`config.mk`:
```
export PLATFORM = sky130hd
export DESIGN_NAME = mem_stage_flat
export DESIGN_NICKNAME = d
export VERILOG_FILES = /design/src/rtl/mem_stage_if.sv /design/src/rtl/mem_stage.sv /design/src/flat_wrapper.sv
export SDC_FILE = /design/constraint.sdc
export NUM_CORES = 1
export LEC_CHECK = 0
export ABC_AREA = 1
export BUFFER_PORTS_ARGS = -buffer_cell sky130_fd_sc_hd__buf_2
export CAP_MARGIN = 20
export CORE_AREA = 2 2 177 92
export CTS_BUF_LIST = sky130_fd_sc_hd__clkbuf_8
export CTS_CLUSTER_DIAMETER = 150
export DETAILED_ROUTE_END_ITERATION = 10
export DIE_AREA = 0 0 179 94
export GPL_TIMING_DRIVEN = 0
export PLACE_DENSITY = 0.69
export SLEW_MARGIN = 30
export SYNTH_ARGS = -nofsm -noshare
export SYNTH_HDL_FRONTEND = slang
export SYNTH_SLANG_ARGS = --single-unit
export TNS_END_PERCENT = 5
```
`constraint.sdc`:
```
create_clock -name clk -period 2.9 [get_ports clk]
set_clock_uncertainty 0.05 [all_clocks]
set_input_delay 0.58 -clock clk [delete_from_list [all_inputs] [get_ports clk]]
set_output_delay 0.58 -clock clk [all_outputs]
set_load 0.01 [all_outputs]
```
`src/rtl/mem_stage_if.sv`:
```
// Data-memory request/response bus: mem_stage drives it as master, the data memory answers as slave.
// Also provides the EX/MEM control-bit layout when no pipeline-wide header is present.
`ifndef CONTROL_SIGNALS_WIDTH
`define CONTROL_SIGNALS_WIDTH 4
`define CTRL_REG_WRITE  0
`define CTRL_MEM_READ   1
`define CTRL_MEM_WRITE  2
`define CTRL_MEM_TO_REG 3
`endif

interface mem_stage_if;
    logic        dmem_req;
    logic        dmem_we;
    logic [31:0] dmem_addr;
    logic [31:0] dmem_wdata;
    logic [3:0]  dmem_wstrb;
    logic        dmem_ready;
    logic [31:0] dmem_rdata;

    modport master (
        output dmem_req, dmem_we, dmem_addr, dmem_wdata, dmem_wstrb,
        input  dmem_ready, dmem_rdata
    );

    modport slave (
        input  dmem_req, dmem_we, dmem_addr, dmem_wdata, dmem_wstrb,
        output dmem_ready, dmem_rdata
    );
endinterface

```
`src/rtl/mem_stage.sv`:
```
// Fourth pipeline stage: data-memory load/store over a waitable handshake, then the MEM/WB register.
// Stalls upstream while an access is outstanding; faults and timeouts retire as a one-cycle mem_exc.
module mem_stage #(
    parameter int unsigned TIMEOUT_CYCLES = 64
) (
    input  logic                              clk,
    input  logic                              reset,
    input  logic [31:0]                       ex_mem_pc,
    input  logic [31:0]                       ex_mem_alu_result,
    input  logic [31:0]                       ex_mem_rs2_data,
    input  logic [4:0]                        ex_mem_rd_addr,
    input  logic [2:0]                        ex_mem_funct3,
    input  logic [`CONTROL_SIGNALS_WIDTH-1:0] ex_mem_control_signals,
    input  logic                              ex_mem_valid,
    mem_stage_if.master                       dmem,
    output logic                              mem_stall,
    output logic [31:0]                       mem_wb_pc,
    output logic [31:0]                       mem_wb_alu_result,
    output logic [31:0]                       mem_wb_mem_data,
    output logic [4:0]                        mem_wb_rd_addr,
    output logic                              mem_wb_reg_write,
    output logic                              mem_wb_mem_to_reg,
    output logic                              mem_wb_valid,
    output logic                              mem_exc
);
    localparam int unsigned CNT_W = (TIMEOUT_CYCLES > 1) ? $clog2(TIMEOUT_CYCLES + 1) : 1;
    localparam logic [CNT_W-1:0] CNT_LIMIT = CNT_W'(TIMEOUT_CYCLES);

    typedef enum logic {S_IDLE, S_WAIT} state_e;

    state_e           state_q, state_d;
    logic [CNT_W-1:0] cnt_q, cnt_d;
    logic [31:0]      mem_wb_pc_q, mem_wb_pc_d;
    logic [31:0]      mem_wb_alu_result_q, mem_wb_alu_result_d;
    logic [31:0]      mem_wb_mem_data_q, mem_wb_mem_data_d;
    logic [4:0]       mem_wb_rd_addr_q, mem_wb_rd_addr_d;
    logic             mem_wb_reg_write_q, mem_wb_reg_write_d;
    logic             mem_wb_mem_to_reg_q, mem_wb_mem_to_reg_d;
    logic             mem_wb_valid_q, mem_wb_valid_d;
    logic             mem_exc_q, mem_exc_d;

    logic        is_store, is_load, access;
    logic        f3_bad, align_bad, fault, timeout_hit, eff_fault, req;
    logic [1:0]  lane;
    logic [7:0]  ld_byte;
    logic [15:0] ld_half;
    logic [31:0] ld_data;

    // A set WRITE bit wins, so READ|WRITE is treated as a store.
    assign is_store = ex_mem_valid & ex_mem_control_signals[`CTRL_MEM_WRITE];
    assign is_load  = ex_mem_valid & ex_mem_control_signals[`CTRL_MEM_READ]
                                   & ~ex_mem_control_signals[`CTRL_MEM_WRITE];
    assign access   = is_store | is_load;
    assign lane     = ex_mem_alu_result[1:0];

    // NOTE: every signal written in always_comb gets a default first, so no latch can be inferred.
    always_comb begin
        f3_bad    = 1'b0;
        align_bad = 1'b0;
        if (is_store) f3_bad = !(ex_mem_funct3 inside {3'b000, 3'b001, 3'b010});
        else          f3_bad = !(ex_mem_funct3 inside {3'b000, 3'b001, 3'b010, 3'b100, 3'b101});
        case (ex_mem_funct3[1:0])
            2'b01:   align_bad = lane[0];
            2'b10:   align_bad = (lane != 2'b00);
            default: align_bad = 1'b0;
        endcase
        fault = access & (f3_bad | align_bad);
    end

    assign timeout_hit = (TIMEOUT_CYCLES != 0) && (state_q == S_WAIT) && (cnt_q >= CNT_LIMIT);
    assign eff_fault   = fault | timeout_hit;
    assign req         = (state_q == S_IDLE) ? (access & ~fault) : ~timeout_hit;

    // Reset gates the request directly so an in-flight WAIT cannot leak a request through reset.
    assign dmem.dmem_req   = reset & req;
    assign dmem.dmem_we    = is_store;
    assign dmem.dmem_addr  = {ex_mem_alu_result[31:2], 2'b00};
    assign mem_stall       = dmem.dmem_req & ~dmem.dmem_ready;

    always_comb begin
        dmem.dmem_wstrb = 4'b0000;
        dmem.dmem_wdata = ex_mem_rs2_data;
        case (ex_mem_funct3[1:0])
            2'b00: begin
                dmem.dmem_wstrb = 4'b0001 << lane;
                dmem.dmem_wdata = {4{ex_mem_rs2_data[7:0]}};
            end
            2'b01: begin
                dmem.dmem_wstrb = 4'b0011 << lane;
                dmem.dmem_wdata = {2{ex_mem_rs2_data[15:0]}};
            end
            default: dmem.dmem_wstrb = 4'hF;
        endcase
        if (!is_store) dmem.dmem_wstrb = 4'b0000;
    end

    always_comb begin
        ld_byte = dmem.dmem_rdata[{lane, 3'b000} +: 8];
        ld_half = lane[1] ? dmem.dmem_rdata[31:16] : dmem.dmem_rdata[15:0];
        case (ex_mem_funct3)
            3'b000:  ld_data = {{24{ld_byte[7]}}, ld_byte};
            3'b001:  ld_data = {{16{ld_half[15]}}, ld_half};
            3'b100:  ld_data = {24'h000000, ld_byte};
            3'b101:  ld_data = {16'h0000, ld_half};
            default: ld_data = dmem.dmem_rdata;
        endcase
    end

    always_comb begin
        state_d = state_q;
        cnt_d   = cnt_q;
        case (state_q)
            S_IDLE: if (req && !dmem.dmem_ready) begin
                state_d = S_WAIT;
                cnt_d   = CNT_W'(1);
            end
            S_WAIT: if (timeout_hit || dmem.dmem_ready) begin
                state_d = S_IDLE;
                cnt_d   = '0;
            end else begin
                cnt_d   = cnt_q + CNT_W'(1);
            end
            default: state_d = S_IDLE;
        endcase
    end

    // A stalled cycle inserts a bubble: valid and write-enable drop, the payload fields hold.
    always_comb begin
        mem_wb_pc_d         = mem_wb_pc_q;
        mem_wb_alu_result_d = mem_wb_alu_result_q;
        mem_wb_mem_data_d   = mem_wb_mem_data_q;
        mem_wb_rd_addr_d    = mem_wb_rd_addr_q;
        mem_wb_mem_to_reg_d = mem_wb_mem_to_reg_q;
        mem_wb_valid_d      = 1'b0;
        mem_wb_reg_write_d  = 1'b0;
        mem_exc_d           = 1'b0;
        if (!mem_stall) begin
            mem_wb_pc_d         = ex_mem_pc;
            mem_wb_alu_result_d = ex_mem_alu_result;
            mem_wb_rd_addr_d    = ex_mem_rd_addr;
            mem_wb_mem_to_reg_d = ex_mem_control_signals[`CTRL_MEM_TO_REG];
            mem_wb_mem_data_d   = (is_load && !eff_fault) ? ld_data : 32'h0;
            mem_wb_valid_d      = ex_mem_valid & ~eff_fault;
            mem_wb_reg_write_d  = ex_mem_valid & ex_mem_control_signals[`CTRL_REG_WRITE]
                                & ~eff_fault & (ex_mem_rd_addr != 5'd0);
            mem_exc_d           = ex_mem_valid & eff_fault;
        end
    end

    // NOTE: state uses non-blocking assignment so every flop samples the same pre-edge values.
    always_ff @(posedge clk or negedge reset) begin
        if (!reset) begin
            state_q             <= S_IDLE;
            cnt_q               <= '0;
            mem_wb_pc_q         <= '0;
            mem_wb_alu_result_q <= '0;
            mem_wb_mem_data_q   <= '0;
            mem_wb_rd_addr_q    <= '0;
            mem_wb_reg_write_q  <= 1'b0;
            mem_wb_mem_to_reg_q <= 1'b0;
            mem_wb_valid_q      <= 1'b0;
            mem_exc_q           <= 1'b0;
        end else begin
            state_q             <= state_d;
            cnt_q               <= cnt_d;
            mem_wb_pc_q         <= mem_wb_pc_d;
            mem_wb_alu_result_q <= mem_wb_alu_result_d;
            mem_wb_mem_data_q   <= mem_wb_mem_data_d;
            mem_wb_rd_addr_q    <= mem_wb_rd_addr_d;
            mem_wb_reg_write_q  <= mem_wb_reg_write_d;
            mem_wb_mem_to_reg_q <= mem_wb_mem_to_reg_d;
            mem_wb_valid_q      <= mem_wb_valid_d;
            mem_exc_q           <= mem_exc_d;
        end
    end

    assign mem_wb_pc         = mem_wb_pc_q;
    assign mem_wb_alu_result = mem_wb_alu_result_q;
    assign mem_wb_mem_data   = mem_wb_mem_data_q;
    assign mem_wb_rd_addr    = mem_wb_rd_addr_q;
    assign mem_wb_reg_write  = mem_wb_reg_write_q;
    assign mem_wb_mem_to_reg = mem_wb_mem_to_reg_q;
    assign mem_wb_valid      = mem_wb_valid_q;
    assign mem_exc           = mem_exc_q;
endmodule
```
`src/flat_wrapper.sv`:
```
// flat-port wrapper written by rule: the top's interface ports become plain ports
module mem_stage_flat 
#(
    parameter int unsigned TIMEOUT_CYCLES = 64
)
  (clk, reset, ex_mem_pc, ex_mem_alu_result, ex_mem_rs2_data, ex_mem_rd_addr, ex_mem_funct3, ex_mem_control_signals, ex_mem_valid, mem_stall, mem_wb_pc, mem_wb_alu_result, mem_wb_mem_data, mem_wb_rd_addr, mem_wb_reg_write, mem_wb_mem_to_reg, mem_wb_valid, mem_exc, dmem_dmem_req, dmem_dmem_we, dmem_dmem_addr, dmem_dmem_wdata, dmem_dmem_wstrb, dmem_dmem_ready, dmem_dmem_rdata);
  mem_stage_if dmem_i ();
  input  logic clk;
  input  logic reset;
  input  logic [31:0] ex_mem_pc;
  input  logic [31:0] ex_mem_alu_result;
  input  logic [31:0] ex_mem_rs2_data;
  input  logic [4:0] ex_mem_rd_addr;
  input  logic [2:0] ex_mem_funct3;
  input  logic [`CONTROL_SIGNALS_WIDTH-1:0] ex_mem_control_signals;
  input  logic ex_mem_valid;
  output logic mem_stall;
  output logic [31:0] mem_wb_pc;
  output logic [31:0] mem_wb_alu_result;
  output logic [31:0] mem_wb_mem_data;
  output logic [4:0] mem_wb_rd_addr;
  output logic mem_wb_reg_write;
  output logic mem_wb_mem_to_reg;
  output logic mem_wb_valid;
  output logic mem_exc;
  output wire logic [$bits(dmem_i.dmem_req)-1:0] dmem_dmem_req;
  output wire logic [$bits(dmem_i.dmem_we)-1:0] dmem_dmem_we;
  output wire logic [$bits(dmem_i.dmem_addr)-1:0] dmem_dmem_addr;
  output wire logic [$bits(dmem_i.dmem_wdata)-1:0] dmem_dmem_wdata;
  output wire logic [$bits(dmem_i.dmem_wstrb)-1:0] dmem_dmem_wstrb;
  input wire logic [$bits(dmem_i.dmem_ready)-1:0] dmem_dmem_ready;
  input wire logic [$bits(dmem_i.dmem_rdata)-1:0] dmem_dmem_rdata;
  assign dmem_dmem_req = dmem_i.dmem_req;
  assign dmem_dmem_we = dmem_i.dmem_we;
  assign dmem_dmem_addr = dmem_i.dmem_addr;
  assign dmem_dmem_wdata = dmem_i.dmem_wdata;
  assign dmem_dmem_wstrb = dmem_i.dmem_wstrb;
  assign dmem_i.dmem_ready = dmem_dmem_ready;
  assign dmem_i.dmem_rdata = dmem_dmem_rdata;
  mem_stage #(.TIMEOUT_CYCLES(TIMEOUT_CYCLES)) u_core (.clk(clk), .reset(reset), .ex_mem_pc(ex_mem_pc), .ex_mem_alu_result(ex_mem_alu_result), .ex_mem_rs2_data(ex_mem_rs2_data), .ex_mem_rd_addr(ex_mem_rd_addr), .ex_mem_funct3(ex_mem_funct3), .ex_mem_control_signals(ex_mem_control_signals), .ex_mem_valid(ex_mem_valid), .dmem(dmem_i), .mem_stall(mem_stall), .mem_wb_pc(mem_wb_pc), .mem_wb_alu_result(mem_wb_alu_result), .mem_wb_mem_data(mem_wb_mem_data), .mem_wb_rd_addr(mem_wb_rd_addr), .mem_wb_reg_write(mem_wb_reg_write), .mem_wb_mem_to_reg(mem_wb_mem_to_reg), .mem_wb_valid(mem_wb_valid), .mem_exc(mem_exc));
endmodule
```
# Yosys cells after proc, flatten, opt, wreduce, memory -nomap -nowiden
# Cells that the tools add are included.
[totals]
ff_bits = 113
out_inout_bits = 176
[op_classes]
addsub = 1
magnitude_cmp = 1
eq_ne = 7
shifts = 3
mux = 18
n_bitwise = 21
n_reduce_logical = 14
[ops]
columns = ["cell", "n"]
rows = [
  ["one-hot mux 32 bit (4 select lines)", 1],
  ["one-hot mux 32 bit (2 select lines)", 1],
  ["2-to-1 mux 32 bit", 1],
  ["variable part select 32 x 6 -> 8 bit", 1],
  ["2-to-1 mux 16 bit", 1],
  ["2-to-1 mux 7 bit", 2],
  ["one-hot mux 7 bit (2 select lines)", 1],
  ["AND 1 bit", 12],
  ["nonzero test 5 bit", 2],
  ["one-hot mux 4 bit (2 select lines)", 1],
  ["adder 7 x 1 -> 7 bit (second input constant)", 1],
  [">= comparator 7 bit (second input constant)", 1],
  ["2-to-1 mux 1 bit", 7],
  ["equality test 3 bit (second input constant)", 2],
  ["NOT 1 bit", 6],
  ["logical NOT 1 bit", 4],
  ["2-to-1 mux 4 bit", 1],
  ["one-hot mux 1 bit (2 select lines)", 2],
  ["left shift 1 x 2 -> 4 bit (first input constant)", 1],
  ["left shift 2 x 2 -> 4 bit (first input constant)", 1],
  ["equality test 3 x 1 -> 1 bit (second input constant)", 1],
  ["equality test 3 x 2 -> 1 bit (second input constant)", 1],
  ["logical AND 1 bit", 3],
  ["logical NOT 3 bit", 1],
  ["8 further kinds", 10],
]

# Depth between registers and ports, before layout
# Gate-level depths: netlist of run 1.
[depth]
word_depth = 12
mapped_depth = 14
ltp_nobuf = 12

# Worst setup path after synthesis of run 1
# OpenSTA, ideal clock, no wires.
[synth_path]
path_kind = "input to output"
from = "input ex_mem_funct3[1]"
to = "output dmem_dmem_wdata[22]"
t_arrival_ps = 1846
required_ps = 2270
path_slack_ps = 424
path_stages = 6
path_cell_list = "inv_1 -> ha_1 -> nor2_1 -> clkbuf_1 -> clkbuf_1 -> o21ai_0"
[synth_via]
elab_chain_len = 2
[synth_lines]
columns = ["element", "line_no", "text"]
rows = [
  ["start: declaration", "flat_wrapper.sv:14", "input logic [2:0] ex_mem_funct3;"],
  ["equality test 2 x 1 -> 1 bit / logical NOT 2 bit (equally long branches)", "mem_stage.sv:83", "case (ex_mem_funct3[1:0])"],
  ["one-hot mux 32 bit (2 select lines) *", "mem_stage.sv:83", ""],
  ["end: declaration", "flat_wrapper.sv:29", "output wire logic [$bits(dmem_i.dmem_wdata)-1:0] dmem_dmem_wdata;"],
]
# Every way passes the cells marked *; elsewhere a longest branch is shown, timed or not.

# Final worst setup path of run 1
[layout_path]
from = "input ex_mem_funct3[1]"
to = "output mem_stall"
[layout_via]
elab_chain_len = 11
[layout_lines]
columns = ["element", "line_no", "text"]
rows = [
  ["equality test 3 x 1 -> 1 bit, or another cell as far along", "mem_stage.sv:60, mem_stage.sv:61", ""],
  ["nonzero test 5 bit / nonzero test 3 bit (equally long branches)", "mem_stage.sv:61, mem_stage.sv:60", ""],
  ["logical NOT 1 bit, on equally long branches", "mem_stage.sv:61, mem_stage.sv:60", ""],
  ["2-to-1 mux 1 bit", "mem_stage.sv:60", "if (is_store) f3_bad = !(ex_mem_funct3 inside {3'b000, 3'b001, 3'b010});"],
  ["bitwise OR 1 bit *", "mem_stage.sv:67", "fault = access & (f3_bad | align_bad);"],
  ["AND 1 bit *", "mem_stage.sv:67", ""],
  ["NOT 1 bit *", "mem_stage.sv:72", "assign req = (state_q == S_IDLE) ? (access & ~fault) : ~timeout_hit;"],
  ["AND 1 bit *", "mem_stage.sv:72", ""],
  ["2-to-1 mux 1 bit *", "mem_stage.sv:72", ""],
  ["AND 1 bit *", "mem_stage.sv:75", "assign dmem.dmem_req = reset & req;"],
  ["AND 1 bit *", "mem_stage.sv:78", "assign mem_stall = dmem.dmem_req & ~dmem.dmem_ready;"],
  ["end: declaration", "flat_wrapper.sv:17", "output logic mem_stall;"],
]
# Marks and branches as above.

==> results of run 1 <==
==> cell usage in the layout, fill, tap and decap left out, types with 3 or more instances in the layout <==
cell type,count
dfrtp_1,113
o22ai_1,8
a21oi_1,15
inv_1,59
bufinv_16,4
buf_4,48
nand2_1,432
buf_2,330
o21ai_0,44
clkbuf_2,3
xor2_1,3
inv_2,3
nand3_1,23
nor2_1,45
or2_2,9
clkbuf_1,12
clkbuf_8,19
clkinvlp_4,6
==> worst max-delay path, cell delays in order <==
cell and delay, ns:
buf_2 0.11, inv_1 0.07, ha_2 0.26, nor2_4 0.08, nand2_1 0.07, nand2_1 0.08, inv_2 0.06, nand3_1 0.10
nand2_2 0.12, nand2_4 0.10, nor2_4 0.18, buf_4 0.20, buf_2 0.15
==> metrics by stage <==
stage          power, mW  cells  setup WS (ns)  utilization [%]  cell area (um^2)
2_1_floorplan       2.21    855          0.424                -              6060
3_3_place_gp        2.60   1375          -1.31             52.0              7900
3_5_place_dp        2.63   1376         -0.223             52.3              7930
4_1_cts             4.29   1411      -0.000314             55.5              8430
5_1_grt             4.49   1411        -0.0464             55.6              8440
6_report            4.25   1411          0.105             55.6              8440
==> area by class of cell <==
type,count,area (um^2)
Tap cell,204,255
Timing Repair Buffer,320,1660
Clock buffer,19,262
Clock inverter,13,184
Fill cell,1531,6730
Multi-Input combinational cell,599,2510
Sequential cell,113,2830
Inverter,64,240
Buffer,79,507
==> power groups by stage <==
stage | clock, mW | sequential (mW) | combinational (mW)
after floorplan | 0 | 1.81 | 0.395
after CTS | 1.68 | 1.74 | 0.872
after global routing | 1.76 | 1.75 | 0.972
after global placement | 0 | 1.77 | 0.839
final | 1.64 | 1.74 | 0.869
after detailed placement | 0 | 1.77 | 0.859
==> per-layer routing <==
layer / share of wire (%) / track usage (%) / vias up
li1: - / - / 3244
met1: 42 / 28.9 / 2983
met2: 49 / 42.7 / 258
met3: 7.0 / 5.50 / 33
met4: 2.3 / 9.21 / 0
met5: 0 / 0 / -
==> cell families (layout without fill, tap and decap cells) <==
logic type                 Yosys count  count (layout)  share of synthesized area, %
AOI/OAI and AO/OA                   70              70                          5.99
xor gates and xnor gates             3               3                         0.434
adders and majority gates            4               4                         0.827
buffers and inverters              143             495                          12.2
DFF                                113             113                          46.7
other                                1               2                        0.0619
and+or+nand+nor                    520             520                          33.7
==> timing repair <==
| item | CTS | global route |
|---|---|---|
| resized for setup | 4 | 7 |
| hold buffers | 3 | 0 |
| setup endpoints to repair | 18 | 15 |
| hold endpoints to repair | 7 | 0 |
==> worst paths after layout <==
check	from	end	slack (ns)	cells after the start
max	ex_mem_funct3[1]	mem_stall	0.11	13
min	reset	u_core.mem_wb_mem_data[19]$_DFFE_PN0N_	0.06	2
max reg2reg	u_core.state_q$_DFF_PN0_	u_core.mem_wb_alu_result[25]$_DFFE_PN0N_	1.04	8
min reg2reg	u_core.mem_wb_mem_data[4]$_DFFE_PN0N_	u_core.mem_wb_mem_data[4]$_DFFE_PN0N_	0.42	2
max in group asynchronous	reset	u_core.mem_wb_pc[22]$_DFFE_PN0N_	1.79	2
min in group clk	ex_mem_pc[31]	u_core.mem_wb_pc[31]$_DFFE_PN0N_	0.30	3
==> results_dict.tcl, run 1 <==
set metrics [dict create \
    outcome "finished, final reports clean" \
    p_sw_mw 1.23 \
    grt_overflow 0 \
    setup_viol 0 \
    yosysMostFrequentCell "nand2_1" \
    yosysSeqAreaShare_pct 46.7 \
    worst_pin_slew_ns 0.577 \
    synth_cell_types 27 \
    yosysTopAreaCell "dfrtp_1" \
    power_density_nw_per_um2 504 \
    slew_violations 0 \
    slew_headroom_pct 61.5 \
    synth.ff_latch_count 113 \
    grt_pass1_vias 6379 \
    vias 6518 \
    crit_arrival_ns 2.16 \
    core_um2 15200 \
    cts_buffers 17 \
    synth.area.top_cells "dfrtp_1 47%, nand2_1 27%, buf_4 5.8%" \
    dr.first_iter.drc_count 388 \
    drt_first_pass_iters 5 \
    wl_um 20100 \
    whs_ns 0.0635 \
    fin_nets 1342 \
    ys_warn_count 0 \
    end_kind "primary output" \
    gp_congestion 0.899 \
    seqPwrFrac_pct 40.9 \
    area_delta_synth_final_pct 39.4 \
    combPwrFrac_pct 20.4 \
    peakVddDrop_mv 0.270 \
    yosysTopAreaCellShare_pct 46.7 \
    critical_path_required_ns 2.27 \
    async_reset_ff_share_pct 100 \
    intPower_mw 3.02 \
    wl_per_cell_um 14.3 \
    grtUsageTotal_pct 24.2 \
    postCtsSetupBuffers 0 \
    critPathKind "in2out" \
    clock.fmax_mhz 358 \
    synth_cells 854 \
    die_w_um 179 \
    p_leak_nw 5.11 \
    synth_area_per_cell_um2 7.09 \
    finalHoldViolations 0 \
    drc 0 \
    grt_max_degree 65 \
    setup-tns-final_ns 0 \
    antenna_left 0 \
    p_sw_share_pct 29.0 \
    hp-class "in2async" \
    path_clk_slew_ns 0.07 \
    netlist_area_um2 6050 \
    rsz0062_at_grt "true" \
    antenna_found_initial 0 \
    start_kind "primary input" \
    io_pins 320 \
    initial_core_util_pct 39.9 \
    die-height_um 94 \
    cp_max_fo 10 \
    cap_violations 0 \
    antenna_cells 0 \
    yosys_most_used_dff "dfrtp_1" \
    cts_tree "done" \
    via_per_inst 4.62 \
    cts_buffer_depth 2 \
    p_clk_share_pct 38.6 \
    post-dp-hpwl_um 15700 \
    yosys-top-cells-count "432 x nand2_1, 113 x dfrtp_1, 59 x inv_1" \
    min_period_ns 2.79 \
    final_layout_size_suffix_gt1_share_pct 36.3 \
    rows 32 \
    synth_edf_count 0 \
    io_buffers 316 \
    grt_first_pass_wirelength_um 31500 \
    clk_latency_ns 0.42 \
    cts.sinks 113 \
    cts-htree-levels 4 \
    clock-root-buffer "clkbuf_8" \
    die_area_um2 16800 \
    finalCritPeriodShare_pct 96.4 \
]
Power figures use the tool's default switching activity.
==> run 2: changes to the inputs <==
--- a/config.mk
+++ b/config.mk
@@ -8,11 +8,11 @@
 export ABC_AREA = 1
 export BUFFER_PORTS_ARGS = -buffer_cell sky130_fd_sc_hd__buf_2
 export CAP_MARGIN = 20
-export CORE_AREA = 2 2 177 92
+export CORE_AREA = 5 5 180 95
 export CTS_BUF_LIST = sky130_fd_sc_hd__clkbuf_8
 export CTS_CLUSTER_DIAMETER = 150
 export DETAILED_ROUTE_END_ITERATION = 10
-export DIE_AREA = 0 0 179 94
+export DIE_AREA = 0 0 185 100
 export GPL_TIMING_DRIVEN = 0
 export PLACE_DENSITY = 0.69
 export SLEW_MARGIN = 30
==> run 2 against run 1 <==
Against the previous run: flip-flop and latch count unchanged; wire length up 1.9%; non-clock buffer count down 2; sequential power about the same.
==> results_dict.tcl, run 2 (same netlist as run 1, synthesis figures left out) <==
set metrics [dict create \
    clk_latency_ns 0.41 \
    path_clk_slew_ns 0.08 \
    grt_overflow 0 \
    critical_path_required_ns 2.27 \
    slew_headroom_pct 61.3 \
    post-dp-hpwl_um 16400 \
    reg2reg_depth 9 \
    dp_worst_setup_slack_ns -0.305 \
    postCtsSetupBuffers 0 \
    antenna_left 0 \
    clock-root-buffer "clkbuf_8" \
    outcome "finished, final reports clean" \
    worst_pin_slew_ns 0.580 \
    area_delta_synth_final_pct 38.4 \
    cap_violations 0 \
    fillerInstances 1538 \
    final_layout_size_suffix_gt1_share_pct 36.2 \
    initial_core_util_pct 39.8 \
    peakVddDrop_mv 0.252 \
    final_util_pct 55.1 \
    mostFrequentLayoutCells "432 x nand2_1, 330 x buf_2, 113 x dfrtp_1" \
    min_from "ex_mem_pc[28]" \
    final_area_um2 8380 \
    critPathKind "in2out" \
    clock.fmax_mhz 356 \
    finalHoldViolations 0 \
    crit_arrival_ns 2.18 \
    wl_per_cell_um 14.5 \
    grt_pass1_vias 6417 \
    cts_buffer_depth 2 \
    p_leak_nw 5.11 \
    multi_input_area_um2 2500 \
    grtUsageTotal_pct 21.9 \
    die-height_um 100 \
    drc 0 \
    cts.sinks 113 \
    grt_first_pass_wirelength_um 32500 \
    core_um2 15200 \
    vias 6435 \
    min_period_ns 2.81 \
    io_buffers 316 \
    cp_max_fo 10 \
    antenna_found_initial 2 \
    die_w_um 185 \
    cts-htree-levels 4 \
    dr.first_iter.drc_count 359 \
    finalCritPeriodShare_pct 96.7 \
    wl_um 20500 \
    rsz0062_at_grt "true" \
    via_per_inst 4.57 \
    start_kind "primary input" \
    min_path_cells 3 \
    io_pins 320 \
    slew_violations 0 \
    drt_first_pass_iters 5 \
    final_common_cell "nand2_1" \
    rr_startpoint "u_core.state_q$_DFF_PN0_" \
    rows 32 \
    end_kind "primary output" \
    hp-class "in2reg" \
    worstReg2RegEnd "u_core.mem_wb_mem_data[0]$_DFFE_PN0N_" \
    cts_tree "done" \
    power_density_nw_per_um2 494 \
    grt_max_degree 86 \
    hold_end "u_core.mem_wb_pc[28]$_DFFE_PN0N_" \
    die_area_um2 18500 \
    cts_buffers 17 \
    seq_area_um2 2830 \
    gp_congestion 0.905 \
    placed_area_um2 7930 \
    setup-tns-final_ns 0 \
    fin_nets 1340 \
    r2r_slack_ns 1.05 \
    setup_viol 0 \
    setup_ws_ns 0.0947 \
]
==> run 2: per-layer routing <==
metal  vias up  track usage (%)  part of all wire (%)
li1       3241                -                     -
met1      2912             25.5                    40
met2       246             40.0                    50
met3        34             5.61                   8.2
met4         2             6.82                   1.8
met5         -                0                 0.034
==> run 2: worst max-delay path, cell delays in order <==
cell and delay (ns):
buf_2 0.10, inv_1 0.05, ha_1 0.24, nor2_2 0.24, nand2_1 0.10, nand2_1 0.08
inv_2 0.05, nand3_1 0.12, nand2_2 0.09, nand2_4 0.14, nor2_4 0.07, buf_4 0.17
buf_2 0.14
==> run 2: area by class of cell <==
| cell class | count | area share, % |
|---|---|---|
| clock buffer | 20 | 3.29 |
| inverter | 64 | 2.87 |
| clock inverter | 11 | 1.64 |
| multi-input combinational | 599 | 29.9 |
| sequential | 113 | 33.8 |
| buffer | 79 | 6.06 |
| tap | 204 | 3.05 |
| timing repair buffer | 318 | 19.4 |
| antenna | 1 | 0.0299 |
==> run 2: repair_timing <==
item                                   CTS  global route
endpoints found under the hold margin   28             0
gates resized for setup                  6             5
hold buffers                             1             0
gates cloned                             0             0
setup endpoints to repair               18            12
==> run 2: worst max-delay path by stage <==
| stage | from | to | cells past startpoint |
|---|---|---|---|
| after floorplan | ex_mem_funct3[1] | dmem_dmem_wdata[22] | 6 |
| after global placement | reset | mem_stall | 5 |
| after detailed placement | ex_mem_funct3[1] | dmem_dmem_wdata[31] | 9 |
| after CTS | ex_mem_funct3[1] | dmem_dmem_wdata[17] | 9 |
| after global routing | ex_mem_funct3[1] | mem_stall | 13 |
| final | ex_mem_funct3[0] | mem_stall | 13 |
==> run 2: power by group <==
group	internal, mW	total [mW]	switching (mW)
combinational	0.353	0.859	0.506
clock	0.906	1.54	0.637
sequential	1.68	1.74	0.0570
==> run 2: stage by stage <==
step           hold slack, ns  power, mW  cells
3_3_place_gp            0.400       2.61   1375
5_1_grt                 0.278       4.38   1409
6_report                0.303       4.14   1409
4_1_cts                 0.278       4.19   1408
2_1_floorplan           0.234       2.21    855
3_5_place_dp            0.403       2.63   1376
==> run 3: changes to the inputs <==
--- a/config.mk
+++ b/config.mk
@@ -14,8 +14,8 @@
 export DETAILED_ROUTE_END_ITERATION = 10
 export DIE_AREA = 0 0 185 100
 export GPL_TIMING_DRIVEN = 0
+export MAX_ROUTING_LAYER = met4
 export PLACE_DENSITY = 0.69
-export SLEW_MARGIN = 30
 export SYNTH_ARGS = -nofsm -noshare
 export SYNTH_HDL_FRONTEND = slang
 export SYNTH_SLANG_ARGS = --single-unit
==> run 3 against run 2 <==
Against the previous run: sequential share of layout area is 0.28 points lower; combinational power is 1% higher; final cell count is 0.21% higher; hold slack worse by 0.24 ns; critical endpoint unchanged; global-route usage grew 0.86 points; flip-flop and latch count unchanged; die area did not move; largest cell class unchanged; highest routed layer is now met4; register-to-register slack got worse by 0.12 ns.
==> results_dict.tcl, run 3 (same netlist as run 1, synthesis figures left out) <==
set metrics [dict create \
    outcome "finished, final reports clean" \
    crit_path_max_incr_delay_ns 0.20 \
    grt_max_degree 62 \
    cts_tree "done" \
    hp-class "in2async" \
    p_clk_share_pct 39.5 \
    finalNonFillerCells 1412 \
    critPathKind "in2out" \
    drt_first_pass_iters 5 \
    io_buffers 316 \
    critPathBufInv 5 \
    die_area_um2 18500 \
    cts_buffers 17 \
    dp_worst_setup_slack_ns -0.263 \
    mostFrequentLayoutCells "432 x nand2_1, 331 x buf_2, 113 x dfrtp_1" \
    critPathLaunch "ex_mem_funct3[1]" \
    die-height_um 100 \
    seqPwrFrac_pct 40.4 \
    clock-root-buffer "clkbuf_8" \
    grt_pass1_vias 6333 \
    dr.first_iter.drc_count 347 \
    setup-tns-final_ns 0 \
    critPathTopFamily "simple AND/OR/NAND/NOR gates" \
    setup_ws_ns 0.122 \
    fin_nets 1340 \
    finalHoldViolations 0 \
    grt_overflow 0 \
    critPathCapture "mem_stall" \
    r2r_slack_ns 0.93 \
    placed_area_um2 7930 \
    grtUsageTotal_pct 22.8 \
    p_sw_mw 1.22 \
    peakVddDrop_mv 0.248 \
    combPwrFrac_pct 20.2 \
    cts.hold.buffers_added 0 \
    antenna_found_initial 3 \
    final_common_cell "nand2_1" \
    p_leak_nw 5.13 \
    rows 32 \
    min_period_ns 2.78 \
    post-dp-hpwl_um 16600 \
    drc 0 \
    gp_congestion 0.912 \
    crit_chain "buf_2, inv_1, ha_4, nor2_4, nand2_1, nand2_1, inv_2, nand3_1, nand2_2, nand2_4, nor2_4, buf_4, buf_2" \
    initial_core_util_pct 39.8 \
    cap_violations 0 \
    slew_headroom_pct 62.6 \
    reg2reg_depth 10 \
    io_pins 320 \
    clk_latency_ns 0.42 \
    crit_arrival_ns 2.15 \
    intPower_mw 3.08 \
    fillerInstances 1486 \
    end_kind "primary output" \
    slew_violations 0 \
    p_sw_share_pct 28.4 \
    final_util_pct 55.5 \
    worst_pin_slew_ns 0.561 \
    cts.sinks 113 \
    cts_buffer_depth 2 \
    area_delta_synth_final_pct 39.5 \
    rr_startpoint "u_core.state_q$_DFF_PN0_" \
    critical_path_required_ns 2.27 \
    cp_max_fo 10 \
    wl_um 20900 \
    start_kind "primary input" \
    dp.cells 1376 \
    final_layout_size_suffix_gt1_share_pct 36.4 \
    path_clk_slew_ns 0.08 \
    setup_viol 0 \
    power_density_nw_per_um2 510 \
    grt_first_pass_wirelength_um 32600 \
    antenna_left 0 \
    clock.fmax_mhz 360 \
    finalCritPeriodShare_pct 95.8 \
    wl_per_cell_um 14.8 \
    final_area_um2 8450 \
    cts-htree-levels 4 \
    vias 6573 \
    via_per_inst 4.66 \
    worstReg2RegEnd "u_core.mem_wb_alu_result[15]$_DFFE_PN0N_" \
    die_w_um 185 \
    crit_slowest_cell "ha_4" \
    cp.depth 13 \
    core_um2 15200 \
]
run 3: cell types whose count changed in the layout (fill, tap and decap cells not counted), moves of 2 or more:
cell | previous run | this run
clkbuf_8 | 20 | 22
ha_1 | 3 | 1
diode_2 | 1 | 3
ha_4 | 0 | 2
run 3: what timing repair did:
item                       in CTS  in global routing
gates resized for setup         5                 12
hold endpoints to repair        0                  0
pin swaps                       0                  1
setup buffers                   0                  1
setup endpoints to repair      18                  5
run 3: worst min-delay path by stage:
| stage | from | depth (start not counted) | to | slack (ns) |
|---|---|---|---|---|
| 2_1_floorplan | reset | 0 | u_core.cnt_q[0]$_DFFE_PN0P_ | 0.23 |
| 3_3_place_gp | u_core.mem_wb_alu_result[18]$_DFFE_PN0N_ | 2 | u_core.mem_wb_alu_result[18]$_DFFE_PN0N_ | 0.40 |
| 3_5_place_dp | u_core.mem_wb_pc[26]$_DFFE_PN0N_ | 2 | u_core.mem_wb_pc[26]$_DFFE_PN0N_ | 0.40 |
| 4_1_cts | reset | 1 | u_core.mem_wb_mem_data[13]$_DFFE_PN0N_ | 0.07 |
| 5_1_grt | reset | 1 | u_core.mem_wb_mem_data[12]$_DFFE_PN0N_ | 0.07 |
| 6_report | reset | 1 | u_core.mem_wb_mem_data[13]$_DFFE_PN0N_ | 0.06 |
run 3: through the flow:
step | power, mW | hold WS [ns]
6_report | 4.31 | 0.0598
3_5_place_dp | 2.63 | 0.403
5_1_grt | 4.53 | 0.0738
3_3_place_gp | 2.61 | 0.400
2_1_floorplan | 2.21 | 0.234
4_1_cts | 4.34 | 0.0659
run 3: routing by layer:
metal | global-route usage, % | wire length, um | vias to the layer above
li1 | - | - | 3244
met2 | 38.7 | 10300 | 274
met3 | 5.79 | 1720 | 37
met5 | - | 0 | -
met1 | 27.0 | 8380 | 3018
met4 | 6.99 | 507 | 0
run 3: final cells by class:
class,count,area [um^2],area share (%)
Multi-Input combinational cell,599,2530,29.9
Sequential cell,113,2830,33.5
Clock inverter,10,155,1.84
Clock buffer,22,303,3.58
Tap cell,204,255,3.02
Antenna cell,3,7.51,0.0889
Buffer,79,508,6.01
Inverter,64,240,2.84
Timing Repair Buffer,318,1620,19.2
run 3: power groups by stage:
| stage | registers [mW] | logic [mW] | clock network, mW |
|---|---|---|---|
| 6_report | 1.74 | 0.868 | 1.70 |
| 5_1_grt | 1.76 | 0.966 | 1.81 |
| 4_1_cts | 1.74 | 0.869 | 1.73 |
| 3_5_place_dp | 1.77 | 0.862 | 0 |
| 3_3_place_gp | 1.77 | 0.844 | 0 |
| 2_1_floorplan | 1.81 | 0.395 | 0 |
